==> src/rtl/cpu_pkg.sv <==
// Shared CPU definitions: branch condition codes, flag bit positions
// and the default program-counter width.
package cpu_pkg;

  localparam int CPU_PC_W = 16;

  localparam int FLAG_Z = 2;
  localparam int FLAG_V = 1;
  localparam int FLAG_N = 0;

  typedef enum logic [2:0] {
    BR_NE,
    BR_EQ,
    BR_GT,
    BR_LT,
    BR_GE,
    BR_LE,
    BR_OV,
    BR_UNCOND
  } br_cond_t;

endpackage

==> src/rtl/branch_cond.sv <==
// Combinational condition-code test of a branch against the {z,v,n}
// flag vector.
module branch_cond
  import cpu_pkg::*;
(
  input  logic [2:0] flag,
  input  logic [2:0] cond,
  output logic       taken
);

  logic z;
  logic v;
  logic n;

  assign z = flag[FLAG_Z];
  assign v = flag[FLAG_V];
  assign n = flag[FLAG_N];

  always_comb begin
    taken = 1'b0;
    unique case (br_cond_t'(cond))
      BR_NE:     taken = ~z;
      BR_EQ:     taken = z;
      BR_GT:     taken = ~z & ~n;
      BR_LT:     taken = n;
      BR_GE:     taken = z | ~n;
      BR_LE:     taken = z | n;
      BR_OV:     taken = v;
      BR_UNCOND: taken = 1'b1;
    endcase
  end

endmodule

==> src/rtl/branch_resolve.sv <==
// Conditional-branch resolver: stalls on pending flag writes, then emits
// a registered resolve pulse with taken/next-PC. Optional BRANCH_STATS_EN.
module branch_resolve
  import cpu_pkg::*;
#(
  parameter int PC_W  = CPU_PC_W,
  parameter int OFF_W = 9
) (
  input  logic             clk,
  input  logic             rst,
  input  logic [2:0]       flag,
  input  logic             ex_flag_wr,
  input  logic             br_valid,
  output logic             br_ready,
  input  logic [2:0]       br_cond,
  input  logic [PC_W-1:0]  br_pc,
  input  logic [OFF_W-1:0] br_off,
  input  logic             kill,
  output logic             res_valid,
  output logic             res_taken,
  output logic [PC_W-1:0]  res_pc,
  output logic             flush
`ifdef BRANCH_STATS_EN
  ,
  output logic [15:0]      stat_total,
  output logic [15:0]      stat_taken
`endif
);

  typedef enum logic {
    IDLE,
    WAIT_FLAG
  } state_t;

  state_t           state_q;
  logic [2:0]       cond_q;
  logic [PC_W-1:0]  pc_q;
  logic [OFF_W-1:0] off_q;
  logic             res_valid_q;
  logic             res_taken_q;
  logic [PC_W-1:0]  res_pc_q;
  logic             flush_q;

  logic             in_wait;
  logic             hs;
  logic             fire;
  logic [2:0]       ev_cond;
  logic [PC_W-1:0]  ev_pc;
  logic [OFF_W-1:0] ev_off;
  logic [PC_W-1:0]  ev_sext;
  logic [PC_W-1:0]  ev_fall;
  logic [PC_W-1:0]  ev_tgt;
  logic             ev_taken;

  assign in_wait  = (state_q == WAIT_FLAG);
  assign br_ready = ~in_wait;
  assign hs       = br_valid & br_ready;

  // A stalled request has priority; IDLE evaluates the live request.
  assign ev_cond = in_wait ? cond_q : br_cond;
  assign ev_pc   = in_wait ? pc_q   : br_pc;
  assign ev_off  = in_wait ? off_q  : br_off;

  assign ev_sext = {{(PC_W-OFF_W){ev_off[OFF_W-1]}}, ev_off};
  assign ev_fall = ev_pc + PC_W'(1);
  assign ev_tgt  = ev_fall + ev_sext;

  assign fire = ~kill & ~ex_flag_wr & (in_wait | hs);

  branch_cond u_cond (
    .flag  (flag),
    .cond  (ev_cond),
    .taken (ev_taken)
  );

  always_ff @(posedge clk or negedge rst) begin
    if (!rst) begin
      state_q     <= IDLE;
      cond_q      <= '0;
      pc_q        <= '0;
      off_q       <= '0;
      res_valid_q <= 1'b0;
      res_taken_q <= 1'b0;
      res_pc_q    <= '0;
      flush_q     <= 1'b0;
    end else begin
      res_valid_q <= fire;
      flush_q     <= fire & ev_taken;
      if (fire) begin
        res_taken_q <= ev_taken;
        res_pc_q    <= ev_taken ? ev_tgt : ev_fall;
      end
      if (kill) begin
        state_q <= IDLE;
        cond_q  <= '0;
        pc_q    <= '0;
        off_q   <= '0;
      end else begin
        unique case (state_q)
          IDLE: begin
            if (hs && ex_flag_wr) begin
              state_q <= WAIT_FLAG;
              cond_q  <= br_cond;
              pc_q    <= br_pc;
              off_q   <= br_off;
            end
          end
          WAIT_FLAG: begin
            if (!ex_flag_wr) state_q <= IDLE;
          end
        endcase
      end
    end
  end

  assign res_valid = res_valid_q;
  assign res_taken = res_taken_q;
  assign res_pc    = res_pc_q;
  assign flush     = flush_q;

`ifdef BRANCH_STATS_EN
  logic [15:0] tot_q;
  logic [15:0] tkn_q;

  always_ff @(posedge clk or negedge rst) begin
    if (!rst) begin
      tot_q <= '0;
      tkn_q <= '0;
    end else if (fire) begin
      if (tot_q != 16'hFFFF) tot_q <= tot_q + 16'd1;
      if (ev_taken && tkn_q != 16'hFFFF) tkn_q <= tkn_q + 16'd1;
    end
  end

  assign stat_total = tot_q;
  assign stat_taken = tkn_q;
`endif

endmodule

==> config.mk <==
export PLATFORM = sky130hd
export DESIGN_NAME = branch_resolve
export DESIGN_NICKNAME = d
export VERILOG_FILES = /design/src/rtl/cpu_pkg.sv /design/src/rtl/branch_cond.sv /design/src/rtl/branch_resolve.sv
export SDC_FILE = /design/constraint.sdc
export NUM_CORES = 1
export LEC_CHECK = 0
export ABC_AREA = 1
export CORE_MARGIN = 1.5
export CORE_UTILIZATION = 40
export DETAILED_ROUTE_END_ITERATION = 16
export GPL_ROUTABILITY_DRIVEN = 0
export PLACE_DENSITY = 0.59
export SETUP_SLACK_MARGIN = 0.2
export SLEW_MARGIN = 5
export SYNTH_ARGS = -nofsm -noshare
export SYNTH_HDL_FRONTEND = slang
export SYNTH_SLANG_ARGS = --single-unit
==> constraint.sdc <==
create_clock -name clk -period 6.65 [get_ports clk]
set_input_delay 1.33 -clock clk [delete_from_list [all_inputs] [get_ports clk]]
set_output_delay 1.33 -clock clk [all_outputs]
set_load 0.005 [all_outputs]
==> flow_summary.json, run 1 <==
{
  "fin_crit_ns": 4.09,
  "yosysSeqAreaShare_pct": 32.9,
  "dpl_cell_area_um2": 4230,
  "rsz0062_at_grt": "false",
  "synth_seq_cells": 48,
  "clk_latency_ns": 0.30,
  "arrival_ns": 4.29,
  "grt_pass1_wl_mm": 14.9,
  "synth_edf_count": 0,
  "grt_use_total_pct": 18.7,
  "clockBufferDepth": 2,
  "path_class": "in2reg",
  "clkSinkCount": 48,
  "p_leak_uw": 0.00214,
  "dieArea_um2": 9700,
  "cts_setup_buffers": 0,
  "cts-root-buf": "clkbuf_8",
  "clkTransAtPathRegs_ns": 0.09,
  "wire_per_inst_um": 13.0,
  "synth_compound_area_share_pct": 15.4,
  "drt_iter0_markers": 170,
  "fmax_mhz": 244,
  "nNetsFinal": 613,
  "power_uw": 878,
  "numCtsBuffers": 5,
  "fin_worst_skew_ns": 0.00376,
  "fp.dieW_um": 98.5,
  "htree_levels": 2,
  "hold_viol_final": 0,
  "viasPerCell": 5.03,
  "vdd_drop_max_uv": 94.0,
  "detail-route-antenna-nets": 0,
  "antenna_found_initial": 0,
  "synth-xor-area-share_pct": 4.56,
  "end_kind": "flop",
  "drt_wl_total_mm": 8.68,
  "area_growth_pct": 18.3,
  "required_ns": 6.85,
  "yosys_most_used_dff": "dfrtp_1",
  "outcome": "finished, final reports clean",
  "fp.dieH_um": 98.5,
  "setup_tns_ns": 0,
  "synth_cells": 509,
  "finalMaxSlewViolations": 0,
  "setup_viol": 0,
  "initial_core_util_pct": 41.6,
  "fin_hold_ws_ns": 0.487,
  "port_buffers": 55,
  "vias": 3352,
  "io_pins": 56,
  "drtPass1Iterations": 4,
  "worst_pin_slew_ns": 1.11,
  "layoutNonFillerInstCount": 666,
  "synth_mux_area_share_pct": 0,
  "async_flop_share_pct": 100,
  "overflow": 0,
  "antennaDiodeCount": 0,
  "cts_hold_buf": 0,
  "yosys.cell_types.count": 38,
  "synthAdderAreaFrac_pct": 7.07,
  "ctsResizeCount": 0,
  "grt_pass1_vias": 3195,
  "synth_area_um2": 3650,
  "drive_above_1_share_pct": 7.89,
  "fin_crit_sh_pct": 61.6,
  "synth-simple-area-share_pct": 28.6,
  "grt_max_degree": 49,
  "crit_fanout": 7,
  "synth_top_family_by_area": "simple AND/OR/NAND/NOR gates",
  "yosys_warnings": 0,
  "core_um2": 8760,
  "route.detailed.drc": 0,
  "start_kind": "primary input",
  "final_cell_area_um2": 4320,
  "place_inst": 658,
  "syn_area_per_cell_um2": 7.17,
  "place_hpwl_mm": 6.53,
  "nFillCells": 914,
  "hp-class": "reg2reg",
  "power.density_nw_per_um2": 203,
  "cts_tree": "yes",
  "cap_violations": 0,
  "fp-row-count": 34,
  "synth_nets": 565,
  "relSlewSlack_pct": 25.9
}
cell type report:
type	instances	area [um^2]	area share (%)
repair buffers	57	561	13.0
flip-flops and latches	48	1200	27.8
clock buffers	8	90.1	2.09
well taps	108	135	3.13
multi-input cells	365	2030	47.0
inverters	80	300	6.96
final timing paths:
kind                       slack [ns]       from  cells after the start    endpoint
setup reg to reg                 2.87    in_wait                     18  res_pc[15]
max in group asynchronous        4.73        rst                      1     pc_q[3]
min in group asynchronous        1.23        rst                      1     pc_q[9]
hold reg to reg                  0.49  res_pc[6]                      2   res_pc[6]
hold / removal                   0.49  res_pc[6]                      2   res_pc[6]
setup / recovery                 2.56   br_pc[0]                     17  res_pc[15]
synthesized netlist by cell type, types with 2 or more instances:
cell	number	area, um^2
o21bai_1	2	15.0
nor3_1	2	10.0
nor2_2	3	18.8
buf_6	5	56.3
clkbuf_1	7	26.3
nand2_2	9	56.3
xor2_1	14	123
ha_1	19	238
nor2_1	31	116
inv_1	74	278
o21ai_2	8	70.1
buf_2	3	15.0
o22ai_1	11	68.8
nand2_4	3	33.8
a21oi_1	19	95.1
o21ai_0	36	180
nand3b_1	3	22.5
xnor2_1	5	43.8
dfrtp_1	48	1200
a21o_1	2	15.0
nand4_1	5	31.3
nand2_1	123	462
inv_2	5	18.8
nor2_4	2	22.5
o21ai_1	16	80.1
a31oi_1	2	12.5
nand3_1	41	205
power breakdown:
part	internal (uW)	switching, uW
sequential	331	19.9
combinational	157	185
clock	85.2	101
total	573	305
through the flow:
stage | util, % | setup slack, ns
4_1_cts | 49.2 | 2.55
3_5_place_dp | 48.2 | 2.22
6_report | 49.2 | 2.56
3_3_place_gp | 48.2 | 2.27
2_1_floorplan | - | 3.09
5_1_grt | 49.2 | 2.22
worst max-delay path, cell delays in order:
cell             delay [ns]
clkdlybuf4s50_1        0.45
inv_1                  0.05
o21ai_2                0.23
ha_1                   0.29
nand4_1                0.17
inv_1                  0.13
nand3b_1               0.12
nand3_1                0.11
nand2_1                0.06
ha_1                   0.36
a21oi_1                0.26
o21bai_1               0.09
a21oi_1                0.16
a21boi_0               0.23
nand3_1                0.10
nand3_1                0.09
a21oi_2                0.06
routing by layer:
layer / GRT usage [%] / vias up / part of all wire [%]
met4: 4.01 / 0 / 0.77
met3: 2.91 / 6 / 3.0
met1: 24.7 / 1560 / 47
met2: 32.6 / 52 / 49
li1: - / 1734 / -
met5: 0 / - / 0
logic make-up after synthesis:
kind of cell    after synthesis
compound gates               99
xor+xnor                     19
buf+inv                      96
simple gates                227
flops                        48
fa+ha+maj                    20
flip-flops by register name, indices dropped and copies added, names as in the netlist:
name and flops:
res_valid 1, cond_q 3, in_wait 1, res_pc 16, res_taken 1, pc_q 16, flush 1, off_q 9
cells in the final DEF (no fill, tap or decap), types with 3 or more instances in the layout:
| cell type | count |
|---|---|
| nand2_1 | 123 |
| inv_1 | 74 |
| clkdlybuf4s50_1 | 54 |
| dfrtp_1 | 48 |
| nand3_1 | 41 |
| o21ai_0 | 36 |
| nor2_1 | 31 |
| a21oi_1 | 19 |
| ha_1 | 19 |
| o21ai_1 | 16 |
| xor2_1 | 14 |
| o22ai_1 | 11 |
| nand2_2 | 9 |
| o21ai_2 | 8 |
| clkbuf_8 | 6 |
| inv_2 | 5 |
| nand4_1 | 5 |
| xnor2_1 | 5 |
| nor2_2 | 3 |
| nand2_4 | 3 |
| nand3b_1 | 3 |
Power figures use the tool's default switching activity.
==> inputs of run 2 (changes only) <==
- clock period: 6.65 -> 4.3 ns (I/O delays scaled with it)
==> flow_summary.json, run 2 (synthesis results as in run 1) <==
{
  "finalMaxSlewViolations": 0,
  "drtPass1Iterations": 6,
  "cts-root-buf": "clkbuf_8",
  "cts_hold_buf": 0,
  "setup_viol": 0,
  "fin_crit_ns": 3.60,
  "startpoint": "br_pc[0]",
  "path_depth": 17,
  "vdd_drop_max_uv": 135,
  "fp.dieH_um": 98.5,
  "drt_iter0_markers": 131,
  "fp-row-count": 34,
  "vias": 3363,
  "grt_use_total_pct": 19.1,
  "area_growth_pct": 18.7,
  "setup_tns_ns": 0,
  "met1_usage_pct": 24.5,
  "hp-class": "reg2reg",
  "hold_depth": 2,
  "end_kind": "flop",
  "relSlewSlack_pct": 25.0,
  "gr-usage-met2_pct": 33.6,
  "viasPerCell": 5.03,
  "route.detailed.drc": 0,
  "slowest_delay_ns": 0.45,
  "cp_slowest_cell": "clkdlybuf4s50_1",
  "cpLargestDelayFamily": "compound AO/OA/AOI/OAI gates",
  "fp.dieW_um": 98.5,
  "clkTransAtPathRegs_ns": 0.09,
  "holdCritStartpoint": "res_pc[7]",
  "io_pins": 56,
  "clkSinkCount": 48,
  "required_ns": 4.50,
  "p_leak_uw": 0.00215,
  "port_buffers": 55,
  "overflow": 0,
  "initial_core_util_pct": 41.6,
  "layout_common_cells": "nand2_1 (123), inv_1 (74), clkdlybuf4s50_1 (54), dfrtp_1 (48), nand3_1 (41)",
  "power.density_nw_per_um2": 314,
  "place_hpwl_mm": 6.53,
  "grt_max_degree": 49,
  "grt_pass1_vias": 3330,
  "fin_worst_skew_ns": 0.00908,
  "nNetsFinal": 615,
  "start_kind": "primary input",
  "ctsResizeCount": 0,
  "fin_crit_sh_pct": 83.8,
  "drt_wl_total_mm": 8.77,
  "arrival_ns": 3.80,
  "grt.busiest_layer": "met2",
  "antennaDiodeCount": 0,
  "numCtsBuffers": 5,
  "grt_pass1_wl_mm": 15.2,
  "reg2regPathDepth": 17,
  "cts_tree": "yes",
  "critPathBufInv": 3,
  "path_cells": "clkdlybuf4s50_1 > inv_1 > o21ai_2 > ha_1 > nand4_1 > inv_1 > nand3b_1 > nand3_1 > nand2_1 > ha_1 > a21oi_1 > o21bai_1 > a21oi_1 > a21boi_0 > nand3_1 > nand3_1 > a21oi_2",
  "nFillCells": 900,
  "final_common_cell": "nand2_1",
  "dieArea_um2": 9700,
  "outcome": "finished, final reports clean",
  "r2r-start": "in_wait",
  "clockBufferDepth": 2,
  "clk_latency_ns": 0.30,
  "hold_viol_final": 0,
  "wire_per_inst_um": 13.1,
  "fmax_mhz": 278,
  "detail-route-antenna-nets": 0,
  "drive_above_1_share_pct": 8.21,
  "path_class": "in2reg",
  "power_uw": 1360,
  "cap_violations": 0,
  "seq_area_um2": 1200,
  "worst_pin_slew_ns": 1.12,
  "cp_common_cell": "nand3_1",
  "antenna_found_initial": 0,
  "dpl_cell_area_um2": 4240,
  "htree_levels": 2,
  "rsz0062_at_grt": "false",
  "cts_setup_buffers": 0,
  "met3_usage_pct": 3.05,
  "multiInputGateArea_um2": 2030,
  "final_cell_area_um2": 4330,
  "crit_fanout": 7,
  "core_um2": 8760
}
run 2: cell count changes in the layout (fill, tap and decap cells not counted):
| cell | delta |
|---|---|
| buf_4 | +2 |
run 2: cell type report:
type | instances | area share [%]
Multi-Input combinational cell | 365 | 46.8
Sequential cell | 48 | 27.7
Timing Repair Buffer | 59 | 13.3
Inverter | 80 | 6.93
Tap cell | 108 | 3.12
Clock buffer | 8 | 2.08
run 2: worst reg2reg max path: stages (launching register included):
cell and delay, ns:
dfrtp_1 0.39, buf_4 0.30, nand2_1 0.11, o21ai_2 0.13, ha_1 0.28, nand4_1 0.17, inv_1 0.15, nand3b_1 0.14
nand3_1 0.11, nand2_1 0.07, ha_1 0.36, a21oi_1 0.25, o21bai_1 0.09, a21oi_1 0.17, a21boi_0 0.19, nand3_1 0.09
nand3_1 0.09, a21oi_2 0.06
run 2: path summary, 6_finish.rpt:
kind / end / slack, ns
min in group asynchronous: pc_q[14] / 0.74
max reg2reg: res_pc[15] / 1.05
max in group asynchronous: pc_q[4] / 2.84
min reg2reg: res_pc[7] / 0.48
max: res_pc[15] / 0.70
min: res_pc[7] / 0.48
run 2: stage by stage:
step,hold WS (ns),instances,setup slack (ns),utilization (%)
global placement,0.466,660,0.404,48.4
detailed placement,0.465,660,0.373,48.4
global route,0.518,668,0.419,49.4
floorplan,0.472,509,1.21,-
finish,0.484,668,0.697,49.4
CTS,0.489,668,0.700,49.4
run 2: report_power, final:
group	total [uW]	leakage, uW	internal (uW)	switching, uW
Clock	290	0.0000455	132	158
Sequential	539	0.000624	511	28.0
Combinational	533	0.00148	244	289
run 2: metal layers:
layer,wire length [um],vias up
met5,0,-
met4,115,0
met3,292,9
met2,4150,55
met1,4210,1560
li1,-,1739
==> inputs of run 3 (changes only) <==
- PLACE_DENSITY: 0.59 -> 0.62
- clock period: 4.3 -> 2.95 ns (I/O delays scaled with it)
==> flow_summary.json, run 3 (synthesis results as in run 1) <==
{
  "required_ns": 3.16,
  "numCtsBuffers": 5,
  "layoutNonFillerInstCount": 788,
  "clockBufferDepth": 2,
  "port_buffers": 55,
  "crit_fanout": 7,
  "overflow": 0,
  "outcome": "finished, final reports clean",
  "drt_iter0_markers": 97,
  "fin_crit_ns": 2.90,
  "antenna_found_initial": 0,
  "initial_core_util_pct": 41.6,
  "fp.dieW_um": 98.5,
  "wire_per_inst_um": 14.1,
  "start_kind": "flop",
  "power.density_nw_per_um2": 420,
  "cts-root-buf": "clkbuf_8",
  "final_cell_area_um2": 5720,
  "reg2regPathDepth": 18,
  "hold_viol_final": 0,
  "nNetsFinal": 735,
  "rr_endpoint": "res_pc[13]",
  "dieArea_um2": 9700,
  "fin_hold_ws_ns": 0.264,
  "route.detailed.drc": 0,
  "path_cells": "buf_6 > o21ai_4 > ha_4 > nand4_1 > inv_2 > nand2_2 > xor2_2 > ha_4 > buf_6 > nand2_2 > nor2_2 > nand2_1 > nand2_2 > nand3_2 > nand2_1 > nand2_1 > nand3_1 > a21oi_2",
  "layout_common_cells": "buf_4 (115), nand2_1 (106), inv_1 (60), dfrtp_1 (47), clkdlybuf4s50_1 (47)",
  "viasPerCell": 5.05,
  "fmax_mhz": 345,
  "cts_tree": "yes",
  "detail-route-antenna-nets": 0,
  "vias": 3978,
  "cpLargestDelayFamily": "simple AND/OR/NAND/NOR gates",
  "cts_hold_buf": 0,
  "fp-row-count": 34,
  "antennaDiodeCount": 0,
  "finalMaxSlewViolations": 0,
  "r2r-start": "in_wait",
  "io_pins": 56,
  "end_kind": "flop",
  "place_inst": 739,
  "setup_tns_ns": 0,
  "arrival_ns": 3.10,
  "slowest_delay_ns": 0.48,
  "dpl_cell_area_um2": 4850,
  "htree_levels": 2,
  "core_um2": 8760,
  "reg2reg_slack_ns": 0.05,
  "pre_cts_ws_ns": -0.509,
  "worst_pin_slew_ns": 0.685,
  "relSlewSlack_pct": 54.3,
  "drtPass1Iterations": 4,
  "fp.dieH_um": 98.5,
  "place_hpwl_mm": 7.27,
  "grt_pass1_wl_mm": 17.1,
  "fin_worst_skew_ns": 0.00892,
  "rsz0062_at_grt": "true",
  "path_class": "reg2reg",
  "grt_max_degree": 26,
  "clkTransAtPathRegs_ns": 0.10,
  "area_growth_pct": 56.7,
  "clkSinkCount": 48,
  "p_leak_uw": 0.00281,
  "cap_violations": 0,
  "hp-class": "in2async",
  "drive_above_1_share_pct": 35.6,
  "final_common_cell": "buf_4",
  "fin_crit_sh_pct": 98.2,
  "clk_latency_ns": 0.32,
  "grt_use_total_pct": 21.6,
  "grt_pass1_vias": 3806,
  "fin_ws_ns": 0.0522,
  "vdd_drop_max_uv": 224,
  "critPathBufInv": 3,
  "drt_wl_total_mm": 11.1,
  "cp_slowest_cell": "dfrtp_2",
  "setup_viol": 0
}
## run 3: final cells by class
class | count | area (um^2)
clock buffer | 8 | 90.1
sequential | 48 | 1200
fill | 771 | 3050
inverter | 80 | 300
multi-input combinational | 365 | 2490
timing repair buffer | 179 | 1500
tap | 108 | 135
## run 3: timing repair
action	CTS	global route
resized for setup	69	43
setup buffers	32	9
endpoints found under the setup margin	12	10
pin swaps	33	32
## run 3: worst max path at each step
| stage | endpoint | cells after the start | startpoint |
|---|---|---|---|
| floorplan | res_pc[15] | 20 | br_pc[1] |
| global placement | res_pc[15] | 21 | br_pc[1] |
| detailed placement | res_pc[14] | 20 | br_pc[1] |
| CTS | res_pc[14] | 19 | in_wait |
| global route | res_pc[15] | 16 | in_wait |
| finish | res_pc[13] | 18 | in_wait |
## run 3: power by group
group          internal [uW]  switching [uW]  total (uW)
clock                    192             237         429
sequential               745            43.4         789
combinational            617             564        1180
## run 3: per-layer routing
| layer | share of wire [%] | GRT usage, % | vias to the layer above |
|---|---|---|---|
| met5 | 0 | 0 | - |
| met4 | 3.1 | 8.67 | 0 |
| met3 | 3.1 | 2.62 | 28 |
| met2 | 52 | 40.1 | 84 |
| met1 | 42 | 25.2 | 1895 |
| li1 | - | - | 1971 |
## run 3: through the flow
step                power, uW  util (%)
global route             2540      65.2
finish                   2400      65.2
floorplan                1290         -
detailed placement       1760      55.3
CTS                      2310      62.6
global placement         1740      55.3
